==> config.mk <==
export PLATFORM = sky130hd
export DESIGN_NAME = fp_square_flat
export DESIGN_NICKNAME = d
export VERILOG_FILES = /design/src/rtl/fp_square_pkg.sv /design/src/rtl/fp_square_if.sv /design/src/rtl/fp_seq_mul.sv /design/src/rtl/fp_square.sv /design/src/flat_wrapper.sv
export SDC_FILE = /design/constraint.sdc
export NUM_CORES = 1
export LEC_CHECK = 0
export CELL_PAD_IN_SITES_DETAIL_PLACEMENT = 1
export CELL_PAD_IN_SITES_GLOBAL_PLACEMENT = 1
export CORE_MARGIN = 2
export CORE_UTILIZATION = 51
export CTS_BUF_LIST = sky130_fd_sc_hd__clkbuf_8
export DETAILED_ROUTE_END_ITERATION = 16
export PLACE_DENSITY = 0.94
export SLEW_MARGIN = 20
export SYNTH_ARGS = -nofsm -noshare
export SYNTH_HDL_FRONTEND = slang
export SYNTH_SLANG_ARGS = --single-unit
==> constraint.sdc <==
create_clock -name clk -period 9.5 [get_ports clk]
set_input_delay 0.95 -clock clk [delete_from_list [all_inputs] [get_ports clk]]
set_output_delay 0.95 -clock clk [all_outputs]
set_load 0.02 [all_outputs]
==> src/rtl/fp_square_pkg.sv <==
// Shared constants, rounding-mode codes and FSM state encoding for the fp_square squarer.
// Build option: FP_SQUARE_RADIX4_EN selects the two-bit-per-cycle multiplier.
package fp_square_pkg;

   localparam int W = 32;
   localparam int M = 22;
   localparam int E = 30;

   localparam logic [W-1:0] FP_NANQ  = 32'h7FC0_0000;
   localparam logic [W-1:0] FP_NANS  = 32'h7FA0_0000;
   localparam logic [W-1:0] FP_INFP  = 32'h7F80_0000;
   localparam logic [W-1:0] FP_MAXP  = 32'h7F7F_FFFF;
   localparam logic [W-1:0] FP_ZEROP = 32'h0000_0000;

   localparam logic [2:0] RM_RNE = 3'd0;
   localparam logic [2:0] RM_RZ  = 3'd1;
   localparam logic [2:0] RM_RD  = 3'd2;
   localparam logic [2:0] RM_RU  = 3'd3;
   localparam logic [2:0] RM_RMM = 3'd4;

   typedef enum logic [1:0] {
      ST_IDLE = 2'd0,
      ST_MUL  = 2'd1,
      ST_RND  = 2'd2,
      ST_SPEC = 2'd3
   } state_t;

   // Result is always positive, so RD behaves like RZ and RU like "away from zero".
   function automatic logic round_inc(input logic [2:0] rm, input logic lsb,
                                      input logic g, input logic t);
      case (rm)
         RM_RNE:  return g & (t | lsb);
         RM_RU:   return g | t;
         RM_RMM:  return g;
         default: return 1'b0;
      endcase
   endfunction

endpackage

==> src/rtl/fp_square_if.sv <==
// act/done handshake bundle between a requester (master) and the fp_square unit (slave).
interface fp_square_if;
   logic                       act;
   logic [fp_square_pkg::W-1:0] in1;
   logic [2:0]                 round_m;
   logic [fp_square_pkg::W-1:0] out;
   logic                       busy;
   logic                       done;
   logic                       ov;
   logic                       un;
   logic                       inv;
   logic                       inexact;

   modport slave  (input  act, in1, round_m,
                   output out, busy, done, ov, un, inv, inexact);
   modport master (output act, in1, round_m,
                   input  out, busy, done, ov, un, inv, inexact);
endinterface

==> src/rtl/fp_seq_mul.sv <==
// 24x24 unsigned iterative shift-add multiplier; FP_SQUARE_RADIX4_EN retires two multiplier bits per cycle.
module fp_seq_mul (
   input  logic        clk,
   input  logic        rst,
   input  logic        i_start,
   input  logic [23:0] i_a,
   input  logic [23:0] i_b,
   output logic        o_busy,
   output logic        o_done,
   output logic [47:0] o_prod
);
`ifdef FP_SQUARE_RADIX4_EN
   localparam int         STEP = 2;
   localparam logic [4:0] LAST = 5'd11;
`else
   localparam int         STEP = 1;
   localparam logic [4:0] LAST = 5'd23;
`endif

   logic [47:0] r_mcand;
   logic [47:0] r_acc;
   logic [23:0] r_mplier;
   logic [4:0]  r_cnt;
   logic        r_busy;
   logic [47:0] w_addend;

   always_comb begin
      w_addend = '0;
`ifdef FP_SQUARE_RADIX4_EN
      case (r_mplier[1:0])
         2'd1:    w_addend = r_mcand;
         2'd2:    w_addend = r_mcand << 1;
         2'd3:    w_addend = r_mcand + (r_mcand << 1);
         default: w_addend = '0;
      endcase
`else
      if (r_mplier[0]) w_addend = r_mcand;
`endif
   end

   always_ff @(posedge clk or posedge rst) begin
      if (rst) begin
         r_mcand  <= '0;
         r_acc    <= '0;
         r_mplier <= '0;
         r_cnt    <= '0;
         r_busy   <= 1'b0;
      end else if (i_start) begin
         r_mcand  <= {24'd0, i_a};
         r_acc    <= '0;
         r_mplier <= i_b;
         r_cnt    <= '0;
         r_busy   <= 1'b1;
      end else if (r_busy) begin
         r_acc    <= r_acc + w_addend;
         r_mcand  <= r_mcand << STEP;
         r_mplier <= r_mplier >> STEP;
         r_cnt    <= r_cnt + 5'd1;
         if (r_cnt == LAST) r_busy <= 1'b0;
      end
   end

   // Pulses on the cycle whose closing edge adds the final partial product.
   assign o_done = r_busy && (r_cnt == LAST);
   assign o_busy = r_busy;
   assign o_prod = r_acc;

endmodule

==> src/rtl/fp_square.sv <==
// IEEE-754 single-precision squarer: special decode, exponent, normalise/round, registered result and flags.
// Latency 25 by default, 13 with FP_SQUARE_RADIX4_EN defined (via fp_seq_mul).
//   state   | meaning
//   IDLE    | waiting for act
//   MUL     | mantissa product in progress
//   RND     | normalise, round, register out/flags, pulse done
//   SPEC    | NaN/inf/zero/subnormal operand, result in one cycle
module fp_square
   import fp_square_pkg::*;
(
   input  logic       clk,
   input  logic       rst,
   fp_square_if.slave bus
);
   state_t         r_state;
   logic [W-2:0]   r_opnd;
   logic [2:0]     r_rm;
   logic [W-1:0]   r_out;
   logic           r_busy, r_done, r_ov, r_un, r_inv, r_inexact;

   logic [7:0]        w_in_e;
   logic              w_in_special, w_accept, w_mul_busy, w_mul_done;
   logic [47:0]       w_prod;
   logic [7:0]        w_e;
   logic [M:0]        w_f;
   logic signed [9:0] w_er_n, w_er_f;
   logic [M:0]        w_frac, w_frac_r;
   logic              w_g, w_t, w_inc;
   logic [M+1:0]      w_sum;
   logic [W-1:0]      w_rnd_out, w_spec_out;
   logic              w_rnd_ov, w_rnd_un, w_rnd_inexact, w_spec_inv, w_spec_un;

   assign w_in_e       = bus.in1[E:M+1];
   assign w_in_special = (w_in_e == 8'hFF) || (w_in_e == 8'h00);
   assign w_accept     = (r_state == ST_IDLE) && bus.act && !w_mul_busy;

   fp_seq_mul u_mul (
      .clk     (clk),
      .rst     (rst),
      .i_start (w_accept && !w_in_special),
      .i_a     ({1'b1, bus.in1[M:0]}),
      .i_b     ({1'b1, bus.in1[M:0]}),
      .o_busy  (w_mul_busy),
      .o_done  (w_mul_done),
      .o_prod  (w_prod)
   );

   assign w_e = r_opnd[E:M+1];
   assign w_f = r_opnd[M:0];

   always_comb begin
      w_er_n = $signed({1'b0, w_e, 1'b0}) - 10'sd127;
      if (w_prod[47]) begin
         w_frac = w_prod[46:24];
         w_g    = w_prod[23];
         w_t    = |w_prod[22:0];
         w_er_n = w_er_n + 10'sd1;
      end else begin
         w_frac = w_prod[45:23];
         w_g    = w_prod[22];
         w_t    = |w_prod[21:0];
      end
      w_inc    = round_inc(r_rm, w_frac[0], w_g, w_t);
      w_sum    = {1'b0, w_frac} + {{M+1{1'b0}}, w_inc};
      w_frac_r = w_sum[M:0];
      w_er_f   = w_sum[M+1] ? w_er_n + 10'sd1 : w_er_n;

      w_rnd_ov      = 1'b0;
      w_rnd_un      = 1'b0;
      w_rnd_inexact = w_g | w_t;
      w_rnd_out     = {1'b0, w_er_f[7:0], w_frac_r};
      if (w_er_f >= 10'sd255) begin
         w_rnd_ov      = 1'b1;
         w_rnd_inexact = 1'b1;
         w_rnd_out     = (r_rm == RM_RZ || r_rm == RM_RD) ? FP_MAXP : FP_INFP;
      end else if (w_er_f <= 10'sd0) begin
         w_rnd_un      = 1'b1;
         w_rnd_inexact = 1'b1;
         w_rnd_out     = FP_ZEROP;
      end
   end

   always_comb begin
      w_spec_out = FP_ZEROP;
      w_spec_inv = 1'b0;
      w_spec_un  = 1'b0;
      if (w_e == 8'hFF) begin
         w_spec_out = (w_f == '0) ? FP_INFP : FP_NANQ;
         w_spec_inv = (w_f != '0) && !w_f[M];
      end else begin
         w_spec_un  = (w_f != '0);
      end
   end

   always_ff @(posedge clk or posedge rst) begin
      if (rst) begin
         r_state   <= ST_IDLE;
         r_opnd    <= '0;
         r_rm      <= '0;
         r_out     <= '0;
         r_busy    <= 1'b0;
         r_done    <= 1'b0;
         r_ov      <= 1'b0;
         r_un      <= 1'b0;
         r_inv     <= 1'b0;
         r_inexact <= 1'b0;
      end else begin
         r_done <= 1'b0;
         case (r_state)
            ST_IDLE: if (w_accept) begin
               r_opnd  <= bus.in1[W-2:0];
               r_rm    <= bus.round_m;
               r_busy  <= 1'b1;
               r_state <= w_in_special ? ST_SPEC : ST_MUL;
            end
            ST_MUL: if (w_mul_done) r_state <= ST_RND;
            ST_RND: begin
               r_out     <= w_rnd_out;
               r_ov      <= w_rnd_ov;
               r_un      <= w_rnd_un;
               r_inv     <= 1'b0;
               r_inexact <= w_rnd_inexact;
               r_done    <= 1'b1;
               r_busy    <= 1'b0;
               r_state   <= ST_IDLE;
            end
            ST_SPEC: begin
               r_out     <= w_spec_out;
               r_ov      <= 1'b0;
               r_un      <= w_spec_un;
               r_inv     <= w_spec_inv;
               r_inexact <= w_spec_un;
               r_done    <= 1'b1;
               r_busy    <= 1'b0;
               r_state   <= ST_IDLE;
            end
            default: r_state <= ST_IDLE;
         endcase
      end
   end

   assign bus.out     = r_out;
   assign bus.busy    = r_busy;
   assign bus.done    = r_done;
   assign bus.ov      = r_ov;
   assign bus.un      = r_un;
   assign bus.inv     = r_inv;
   assign bus.inexact = r_inexact;

endmodule

==> src/flat_wrapper.sv <==
// flat-port wrapper written by rule: the top's interface ports become plain ports
module fp_square_flat import fp_square_pkg::*;
  (clk, rst, bus_act, bus_in1, bus_round_m, bus_out, bus_busy, bus_done, bus_ov, bus_un, bus_inv, bus_inexact);
  fp_square_if bus_i ();
  input  logic clk;
  input  logic rst;
  input wire logic [$bits(bus_i.act)-1:0] bus_act;
  input wire logic [$bits(bus_i.in1)-1:0] bus_in1;
  input wire logic [$bits(bus_i.round_m)-1:0] bus_round_m;
  output wire logic [$bits(bus_i.out)-1:0] bus_out;
  output wire logic [$bits(bus_i.busy)-1:0] bus_busy;
  output wire logic [$bits(bus_i.done)-1:0] bus_done;
  output wire logic [$bits(bus_i.ov)-1:0] bus_ov;
  output wire logic [$bits(bus_i.un)-1:0] bus_un;
  output wire logic [$bits(bus_i.inv)-1:0] bus_inv;
  output wire logic [$bits(bus_i.inexact)-1:0] bus_inexact;
  assign bus_i.act = bus_act;
  assign bus_i.in1 = bus_in1;
  assign bus_i.round_m = bus_round_m;
  assign bus_out = bus_i.out;
  assign bus_busy = bus_i.busy;
  assign bus_done = bus_i.done;
  assign bus_ov = bus_i.ov;
  assign bus_un = bus_i.un;
  assign bus_inv = bus_i.inv;
  assign bus_inexact = bus_i.inexact;
  fp_square u_core (.clk(clk), .rst(rst), .bus(bus_i));
endmodule
==> flow_summary.yaml <==
global_routing:
  grt_max_degree: 128
  grt_use_total_pct: 30.39
  grt-ovfl-total: 0
  grt_first_pass_wirelength_um: 63620
  antenna_found_initial: 0
  grt_pass1_vias: 12291
worst_setup_path:
  crit_path_end_kind: "register"
  crit_chain: "nor4_1, nand4_1, nor2_1, a2111oi_0, a31o_2, ha_1, nand2_1, a2111oi_4, nand3_1, or3_1, or3_1, xor2_1, o31a_1, nor3_1, o21ai_1, o221ai_1"
  required_ns: 9.83
  path_max_fanout: 7
  path_delay_family: "compound AO/OA/AOI/OAI gates"
  critPathMostFrequentCell: "or3_1"
  critPathMaxStageDelay_ns: 0.56
  slowest_stage: "a2111oi_4"
  startpoint_type: "register"
  path_buf_inv: 0
  arrival_ns: 5.77
  critical_path_class: "reg2reg"
logic_synthesis:
  ys_top_cells_by_area: "dfrtp_1 40%, nand2_1 8.5%, ha_1 5.5%"
  syn-cell-area_sq_um: 12420
  synth_edf_count: 0
  ys_warn_count: 0
  synth-seq-cells: 199
  ys_async_sr_fraction_pct: 100.0
  syn_area_per_cell_sq_um: 8.551
  synth_top_area_share_pct: 40.08
  synthDistinctLibCells: 75
  yosysTopAreaCell: "dfrtp_1"
  synth_cells: 1453
  syn_nets: 1547
  yosysSeqAreaShare_pct: 40.08
  synthFlopType: "dfrtp_1"
  synth.most_common_cell: "nand2_1"
  synth_common_cells: "283 x nand2_1, 199 x dfrtp_1, 125 x a21oi_1, 109 x o21ai_0, 76 x clkbuf_1"
timing:
  skew_ns: 0.02784
  max_freq_ghz: 0.1837
  rsz0062_at_grt: "no"
  setup_viol: 0
  slew_violations: 0
  hold_violations: 0
  maxSlewHeadroom_pct: 31.96
  timing.final.ws_setup_ns: 4.058
  fin_crit_ns: 5.442
  worstMarginPinSlew_ns: 1.020
  period_share_pct: 57.29
  hold-worst-slack_ns: 0.4944
  tns_ns: 0
routing:
  firstDrtPassIters: 5
  drc: 0
  first_iter_violations: 754
  finalWirelength_um: 37990
  ant_nets: 0
  avgRoutedWirePerCell_um: 21.03
  vias: 11284
  via_per_inst: 6.248
cells_and_area:
  stdcell_count: 1806
  layout.nets: 1563
  regArea_sq_um: 4985
  area_growth_pct: 10.96
  n_fill_cell: 2878
  multiInputGateArea_sq_um: 6987
  diodes: 0
  fin_util_pct: 57.19
  drive_above_1_share_pct: 4.723
  final_design_area_no_fill_sq_um: 13790
worst_hold_path:
  hp-class: "reg2reg"
clocking:
  clkSinkCount: 199
  cts_root_buf: "clkbuf_8"
  cts_hold_buffers: 0
  tritoncts: "done"
  clk_latency_ns: 0.51
  path_clk_slew_ns: 0.13
  cts.repair.resized: 0
  cts_setup_buffers: 0
  cts_buffers: 17
  cts_max_level: 4
  clockBufferDepth: 2
power:
  peakVddDrop_uv: 135.4
  power-per-cell-area_nw_per_um2: 343.2
  power_leakage_nw: 6.282
  power_mw: 4.731
floorplan:
  core.rowCount: 57
  die_w_um: 160.1
  ioPinCount: 76
  coreArea_sq_um: 24110
  initial_core_util_pct: 51.54
  die-area_sq_um: 25630
  die_h_um: 160.1
status:
  status: "complete, no violations"
placed_design:
  place_ws_ns: 4.244
  place_inst: 1774
  portBuffers: 73
  place.gp.congestion: 0.9020
  hpwl_um: 25870
  postPlaceCellArea_sq_um: 13320
job:
  drv_cap: 0
==> worst paths after layout <==
kind | from | to | depth (start not counted) | slack [ns]
worst max-delay path | u_core.u_mul.o_prod[15]$_DFFE_PP0P_ | u_core.bus.out[25]$_DFFE_PP0N_ | 16 | 4.06
worst min-delay path | u_core.bus.busy$_DFFE_PP0P_ | u_core.bus.busy$_DFFE_PP0P_ | 1 | 0.49
worst max register to register | u_core.u_mul.o_prod[15]$_DFFE_PP0P_ | u_core.bus.out[25]$_DFFE_PP0N_ | 16 | 4.06
worst min register to register | u_core.bus.busy$_DFFE_PP0P_ | u_core.bus.busy$_DFFE_PP0P_ | 1 | 0.49
max in group asynchronous | rst | u_core.u_mul.r_mcand[20]$_DFFE_PP0P_ | 3 | 6.97
min in group asynchronous | rst | u_core.bus.out[25]$_DFFE_PP0N_ | 2 | 0.99
==> registers in the layout (all words and copies together), names as in the netlist, 2 cells and up <==
register,count
u_core.u_mul.o_prod,48
u_core.u_mul.r_mcand,48
u_core.bus.out,31
u_core.r_opnd,31
u_core.u_mul.r_mplier,24
u_core.u_mul.r_cnt,5
u_core.r_rm,3
u_core.r_state,2
==> layout make-up <==
cell class	count	area share (%)
Multi-Input combinational cell	1132	50.68
Clock inverter	15	1.616
Tap cell	324	2.941
Inverter	35	1.007
Sequential cell	199	36.16
Timing Repair Buffer	84	5.899
Clock buffer	17	1.697
==> logic make-up after synthesis <==
group           after synthesis  share of synthesized area (%)
compound gates              404                          20.75
simple gates                544                          20.03
fa+ha+maj                    56                          5.700
other cells                   1                        0.03018
buf+inv                     122                          3.807
mux                          60                          4.884
flops                       199                          40.08
xor+xnor                     67                          4.723
==> routing by layer <==
metal | up-vias | track usage [%] | share of wire, %
met5 | - | 0 | 0
met4 | 0 | 11.59 | 3.5
met3 | 108 | 3.688 | 3.7
met2 | 314 | 54.84 | 51
met1 | 5685 | 37.21 | 42
li1 | 5177 | - | -
==> power breakdown <==
group | total (mW) | internal (mW) | leakage (nW) | switching, mW
registers | 1.60 | 1.18 | 2.55 | 0.420
clock network | 0.614 | 0.234 | 0.223 | 0.380
logic | 2.52 | 0.995 | 3.51 | 1.52
==> cells in the final DEF, fill, tap and decap left out, types with 6 or more instances in the layout <==
master and instances:
a211oi_1 13, a21o_1 29, a21oi_1 125, a221oi_1 8, a31oi_1 16, and2_1 56, buf_4 11, clkbuf_8 17
clkdlybuf4s50_1 73, clkinv_8 7, dfrtp_1 197, ha_1 55, inv_1 33, mux2i_1 55, nand2_1 283, nand2b_1 10
nand3_1 27, nand4_1 22, nor2_1 74, nor2b_1 9, nor3_1 14, nor4_1 19, o211ai_1 6, o21ai_0 109
o221ai_1 6, o2bb2ai_1 24, o31ai_1 9, or3_1 7, xnor2_1 32, xor2_1 35
No activity file was read; power rests on OpenSTA's default activity.
